`config.mk`:
```
export PLATFORM = sky130hd
export DESIGN_NAME = mul_fu_pipe
export DESIGN_NICKNAME = d
export VERILOG_FILES = /design/src/rtl/CDB_types.sv /design/src/rtl/mul_core.sv /design/src/rtl/mul_fu_pipe.sv
export SDC_FILE = /design/constraint.sdc
export NUM_CORES = 2
export LEC_CHECK = 0
export ABC_CLOCK_PERIOD_IN_PS = 10790
export CAP_MARGIN = 20
export CELL_PAD_IN_SITES_DETAIL_PLACEMENT = 1
export CELL_PAD_IN_SITES_GLOBAL_PLACEMENT = 1
export CORE_ASPECT_RATIO = 1.25
export CORE_MARGIN = 2
export CORE_UTILIZATION = 45
export CTS_CLUSTER_DIAMETER = 40
export DETAILED_ROUTE_END_ITERATION = 16
export PLACE_DENSITY = 0.83
export SYNTH_ARGS = -nofsm -noshare
export SYNTH_HDL_FRONTEND = slang
export SYNTH_SLANG_ARGS = --single-unit
```
`constraint.sdc`:
```
create_clock -name clk -period 10.79 [get_ports clk]
set_clock_uncertainty 0.15 [all_clocks]
set_input_delay 1.6185 -clock clk [delete_from_list [all_inputs] [get_ports clk]]
set_output_delay 1.6185 -clock clk [all_outputs]
set_load 0.01 [all_outputs]
```
`src/rtl/CDB_types.sv`:
```
// Shared CDB/back-end types: machine sizes, multiply opcodes and the
// per-stage bookkeeping record of the multiply unit.
package CDB_types;

    localparam int P_REG_NUM = 64;
    localparam int ROB_DEPTH = 16;
    localparam int EBR_NUM   = 4;
    localparam int CDB_NUM   = 4;

    localparam int PD_W      = $clog2(P_REG_NUM);
    localparam int ROB_W     = $clog2(ROB_DEPTH) + 1;
    localparam int EBR_IDX_W = $clog2(EBR_NUM);

    localparam logic [2:0] MUL_OP    = 3'b000;
    localparam logic [2:0] MULH_OP   = 3'b001;
    localparam logic [2:0] MULHSU_OP = 3'b010;
    localparam logic [2:0] MULHU_OP  = 3'b011;

    // Control/tag half of one multiply pipeline stage (data lives in mul_core).
    typedef struct packed {
        logic                 valid;
        logic [2:0]           funct3;
        logic [PD_W-1:0]      pd;
        logic [ROB_W-1:0]     rob;
        logic [EBR_NUM-1:0]   br_mask;
    } mul_stage_t;

    // Branch bookkeeping applied to a stage value as it is written:
    // a flush of a slot the op depends on kills it; otherwise a resolve
    // drops that dependency. Flush takes priority over resolve.
    function automatic mul_stage_t apply_branch(
        input mul_stage_t           s,
        input logic                 flush,
        input logic [EBR_IDX_W-1:0] flush_idx,
        input logic                 resolve,
        input logic [EBR_IDX_W-1:0] resolve_idx
    );
        mul_stage_t r;
        r = s;
        if (flush) begin
            if (s.br_mask[flush_idx]) r.valid = 1'b0;
        end else if (resolve) begin
            r.br_mask[resolve_idx] = 1'b0;
        end
        return r;
    endfunction

endpackage

```
`src/rtl/mul_core.sv`:
```
// Datapath of the multiply unit: operand register (stage 0), 33x33 signed
// product and result select (stage 1), then plain result pipeline registers
// up to the result register. Each stage loads only when its enable is high,
// so data stays aligned with the control stages in the top level.
module mul_core
    import CDB_types::*;
#(
    parameter int STAGES = 3
) (
    input  logic              clk,
    input  logic              rst,
    input  logic [STAGES-1:0] en,
    input  logic [2:0]        in_funct3,
    input  logic [31:0]       in_a,
    input  logic [31:0]       in_b,
    input  logic [2:0]        sel_funct3,
    output logic [31:0]       result
);

    logic signed [32:0] a_ext, b_ext;
    logic signed [32:0] a_q, b_q;
    logic signed [65:0] prod;
    logic [31:0]        sel_val;
    logic [31:0]        res_q [1:STAGES-1];
    logic               unused_prod;

    // Operand extension: rs1 signed for MULH/MULHSU, rs2 signed for MULH only.
    always_comb begin
        a_ext = {((in_funct3 == MULH_OP) || (in_funct3 == MULHSU_OP)) && in_a[31], in_a};
        b_ext = {(in_funct3 == MULH_OP) && in_b[31], in_b};
    end

    // Stage 0 operand register.
    always_ff @(posedge clk) begin
        if (rst) begin
            a_q <= '0;
            b_q <= '0;
        end else if (en[0]) begin
            a_q <= a_ext;
            b_q <= b_ext;
        end
    end

    assign prod        = 66'(a_q) * 66'(b_q);
    assign unused_prod = ^prod[65:64];

    // Pick low or high word according to the op sitting in stage 0.
    always_comb begin
        sel_val = '0;
        case (sel_funct3)
            MUL_OP:                       sel_val = prod[31:0];
            MULH_OP, MULHSU_OP, MULHU_OP: sel_val = prod[63:32];
            default:                      sel_val = '0;
        endcase
    end

    // Stage 1 captures the selected product word.
    always_ff @(posedge clk) begin
        if (rst)        res_q[1] <= '0;
        else if (en[1]) res_q[1] <= sel_val;
    end

    for (genvar g = 2; g < STAGES; g++) begin : g_pass
        // Later stages only carry the finished result forward.
        always_ff @(posedge clk) begin
            if (rst)        res_q[g] <= '0;
            else if (en[g]) res_q[g] <= res_q[g-1];
        end
    end

    assign result = res_q[STAGES-1];

endmodule

```
`src/rtl/mul_fu_pipe.sv`:
```
// Pipelined RV32M multiply unit placed behind a reservation station.
// Handshakes: an op transfers on issue when issue_valid && issue_ready at a
// rising clock edge; issue_ready never looks at issue_valid. A result
// transfers on the CDB when cdb_req && cdb_grant at a rising edge; cdb_req
// is simply the result stage's valid bit and cdb_* hold steady until granted.
module mul_fu_pipe
    import CDB_types::*;
#(
    parameter int STAGES = 3
) (
    input  logic                 clk,
    input  logic                 rst,
    input  logic                 issue_valid,
    output logic                 issue_ready,
    input  logic [2:0]           issue_funct3,
    input  logic [31:0]          issue_rs1_v,
    input  logic [31:0]          issue_rs2_v,
    input  logic [PD_W-1:0]      issue_pd,
    input  logic [ROB_W-1:0]     issue_rob,
    input  logic [EBR_NUM-1:0]   issue_br_mask,
    input  logic                 early_flush,
    input  logic [EBR_IDX_W-1:0] flush_idx,
    input  logic                 resolve,
    input  logic [EBR_IDX_W-1:0] resolve_idx,
    output logic                 cdb_req,
    input  logic                 cdb_grant,
    output logic [PD_W-1:0]      cdb_pd,
    output logic [ROB_W-1:0]     cdb_rob,
    output logic [31:0]          cdb_value,
    output logic                 busy
);

    localparam int L = STAGES - 1;

    mul_stage_t        st  [STAGES];
    mul_stage_t        nxt [STAGES];
    mul_stage_t        incoming;
    logic [STAGES-1:0] adv;

    // Advance chain: result stage frees when empty or granted; each earlier
    // stage moves when the one ahead is empty or itself moving.
    always_comb begin
        adv    = '0;
        adv[L] = !st[L].valid || cdb_grant;
        for (int s = L - 1; s >= 0; s--) begin
            adv[s] = !st[s].valid || adv[s+1];
        end
    end

    assign issue_ready = adv[0] && !early_flush;

    // Op presented by the reservation station, valid only on a handshake.
    always_comb begin
        incoming.valid   = issue_valid && issue_ready;
        incoming.funct3  = issue_funct3;
        incoming.pd      = issue_pd;
        incoming.rob     = issue_rob;
        incoming.br_mask = issue_br_mask;
    end

    // Next stage contents: shift where advancing, hold otherwise, then apply
    // flush/resolve to whatever lands so moving ops are covered too.
    always_comb begin
        nxt[0] = adv[0] ? incoming : st[0];
        nxt[0] = apply_branch(nxt[0], early_flush, flush_idx, resolve, resolve_idx);
        for (int s = 1; s < STAGES; s++) begin
            nxt[s] = adv[s] ? st[s-1] : st[s];
            nxt[s] = apply_branch(nxt[s], early_flush, flush_idx, resolve, resolve_idx);
        end
    end

    // Control stage registers.
    always_ff @(posedge clk) begin
        for (int s = 0; s < STAGES; s++) begin
            if (rst) st[s] <= '0;
            else     st[s] <= nxt[s];
        end
    end

    // Busy whenever any stage holds a live op.
    always_comb begin
        busy = 1'b0;
        for (int s = 0; s < STAGES; s++) busy = busy | st[s].valid;
    end

    assign cdb_req = st[L].valid;
    assign cdb_pd  = st[L].pd;
    assign cdb_rob = st[L].rob;

    mul_core #(
        .STAGES (STAGES)
    ) u_core (
        .clk        (clk),
        .rst        (rst),
        .en         (adv),
        .in_funct3  (issue_funct3),
        .in_a       (issue_rs1_v),
        .in_b       (issue_rs2_v),
        .sel_funct3 (st[0].funct3),
        .result     (cdb_value)
    );

endmodule

```
==> impl_metrics.csv <==
group,metric,value,unit
run_status,outcome,"finished, final reports clean",
sta,rsz0062_at_grt,"no",
sta,clock.fmax,106.1,MHz
global_routing,grt_usage,28.97,%
worst_setup_path,setup.worst_path.start_class,"flip-flop",
global_routing,grtUsageMet1,30.36,%
route,routed_wl,143.5,mm
global_routing,met3_usage,3.236,%
worst_setup_path,crit_arrival,9.51,ns
clock_network,clockBufferDepth,2,
logic_synthesis,seq_area_frac_synth,9.431,%
global_routing,busiest_layer,"met2",
logic_synthesis,async_reset_ff_share,0,%
logic_synthesis,synth_warnings,0,
sta,relSlewSlack,19.39,%
finish,fin_util,48.52,%
power_and_ir_drop,vdd_drop_max,0.0002944,V
logic_synthesis,syn_inst,4883,
route,post_drt_wl_per_cell,23.23,microns
worst_setup_path,endpoint_kind,"flip-flop",
logic_synthesis,synthFlopType,"dfxtp_1",
logic_synthesis,synth_edf_count,64,
clock_network,postCtsSetupBuffers,0,
place,gp_congestion,0.9053,
power_and_ir_drop,power_density,187.3,nW/um^2
die,core,100000,sq um
sta,fin_crit_sh,87.36,%
route,vias,33770,
finish,final_common_cell,"inv_1",
clock_network,post_cts_resized,0,
die,io_pins,138,
worst_setup_path,cp_max_fo,34,
global_routing,use_met2,54.47,%
route,drt-initial-drc-count,1746,
clock_network,clkSinkCount,181,
clock_network,insertion_delay,0.55,ns
worst_setup_path,crit_required,10.87,ns
route,drc,0,
sta,min_period,9.426,ns
clock_network,cts_tree,"done",
logic_synthesis,synthTopCellsByArea,"fa_1 (50%), inv_1 (9.3%), and2_1 (7.6%)",
min_path,hold_path.class,"flip-flop to flip-flop",
worst_setup_path,crit_type,"flip-flop to flip-flop",
logic_synthesis,synth_cell_types,64,
global_routing,grt_start_max_net_pins,80,
global_routing,antenna_found_initial,4,
global_routing,grt_pass1_vias,40610,
clock_network,cts_buffers,17,
finish,synthToLayoutAreaGrowth,7.347,%
route,vias_per_cell,5.466,
logic_synthesis,syn_area,45220,sq um
die,std_cell_rows,130,
logic_synthesis,post-synth-top-area-cell,"fa_1",
finish,finalNetCount,6270,
die,dieArea,103000,sq um
logic_synthesis,avgSynthCellArea,9.260,sq um
finish,final_area,48540,sq um
place,place_area,47750,sq um
clock_network,clk_pin_slew,0.09,ns
die,fp.dieH,358.4,microns
global_routing,grt_first_pass_wirelength,225.6,mm
finish,final_layout_size_suffix_gt1_share,3.070,%
sta,finalHoldViolCount,0,
clock_network,h-tree-depth,4,
power_and_ir_drop,p_leak,0.02432,uW
die,die_w,287.5,microns
place,place_hpwl,119.5,mm
sta,tightest_slew,1.209,ns
finish,mostFrequentLayoutCells,"inv_1 (1,126), fa_1 (1,125), nand2_1 (780), and2_1 (547), ha_1 (212)",
sta,finalSetupViolCount,0,
logic_synthesis,synth_top_area_share,49.81,%
sta,tns,0,ns
power_and_ir_drop,finalPower,9091,uW
sta,hold_ws,0.3084,ns
clock_network,cts_root_buf,"clkbuf_16",
run,drv_cap,0,
logic_synthesis,syn_nets,6312,
route,postRouteAntennaNets,0,
clock_network,hold_buffers,0,
global_routing,gr-total-overflow,0,
logic_synthesis,synth-seq-cells,181,
sta,slew_viol_final,0,
die,start_util,45.20,%
route,drtPass1Iterations,6,
place,port_buffers,137,
## layer usage
metal  part of all wire, %  up-vias
met2                    54     1126
met4                   7.5        0
li1                      -    14100
met3                   3.9      504
met1                    34    18040
met5                     0        -
## power breakdown
part           internal [uW]  total (uW)  switching (uW)
Combinational           2730        7440            4710
Sequential               818         927             109
Clock                    323         723             399
Total                   3870        9090            5220
## state kept, by name, indices dropped and copies added, names as in the netlist
| register | flops |
|---|---|
| u_core.res_q | 64 |
| st | 51 |
| u_core.a_q | 33 |
| u_core.b_q | 33 |
## synth_stat cells (all sizes together) (9+ instances only)
cell    instances
inv          1126
fa           1125
nand2         781
and2          548
clkbuf        265
ha            212
a21oi         167
dfxtp         117
edfxtp         64
xnor2          56
and3           44
nor2           42
o21ai          40
nor2b          34
a21o           28
nand3          21
xor2           21
o22ai          18
buf            16
nand4          16
mux2i          15
nand2b         13
a211oi         10
a31oi           9
## worst paths after layout
| check | startpoint | end | slack, ns | depth (start not counted) |
|---|---|---|---|---|
| worst max-delay path | u_core.b_q[0]$_SDFFE_PP0N_ | u_core.res_q[1][24]$_SDFFCE_PN0P_ | 1.36 | 24 |
| worst max register to register | u_core.b_q[0]$_SDFFE_PP0N_ | u_core.res_q[1][24]$_SDFFCE_PN0P_ | 1.36 | 24 |
| worst min-delay path | st[0][10]$_SDFFE_PP0N_ | st[0][10]$_SDFFE_PP0N_ | 0.31 | 2 |
| worst min register to register | st[0][10]$_SDFFE_PP0N_ | st[0][10]$_SDFFE_PP0N_ | 0.31 | 2 |
## cell type report
class,instances,area [sq um]
fillers,11450,51500
clock inverters,15,206.4
flip-flops and latches,181,4272
diodes,4,10.01
inverters,1126,4227
repair buffers,220,2105
well taps,1320,1652
clock buffers,17,425.4
multi-input cells,3295,35640
## worst max-delay path, stage by stage (launching register included)
cell      delay [ns]
dfxtp_1         1.02
nand2_1         0.25
inv_1           0.22
fa_1            0.51
fa_1            0.64
fa_1            0.67
fa_1            0.89
inv_1           0.39
fa_1            0.59
inv_1           0.07
fa_1            0.51
fa_1            0.50
inv_1           0.05
fa_1            0.47
inv_1           0.04
ha_1            0.38
a21oi_1         0.30
nand2_1         0.07
o21ai_0         0.14
a21oi_1         0.08
a311o_1         0.32
a41o_1          0.27
a21o_1          0.20
a211oi_1        0.26
o22ai_1         0.12
## cell families after synthesis
logic type      synth area share, %
compound gates                4.627
xor+xnor                      1.492
fa+ha+maj                     55.68
buf+inv                       11.77
flops                         9.431
mux                          0.5064
simple gates                  16.50
## stage by stage
step	setup slack (ns)	cells
after CTS	1.441	6168
after global placement	1.721	6136
after detailed placement	1.499	6136
after floorplan	2.895	4883
final	1.364	6178
after global routing	0.9167	6178
No activity file was read; power rests on OpenSTA's default activity.
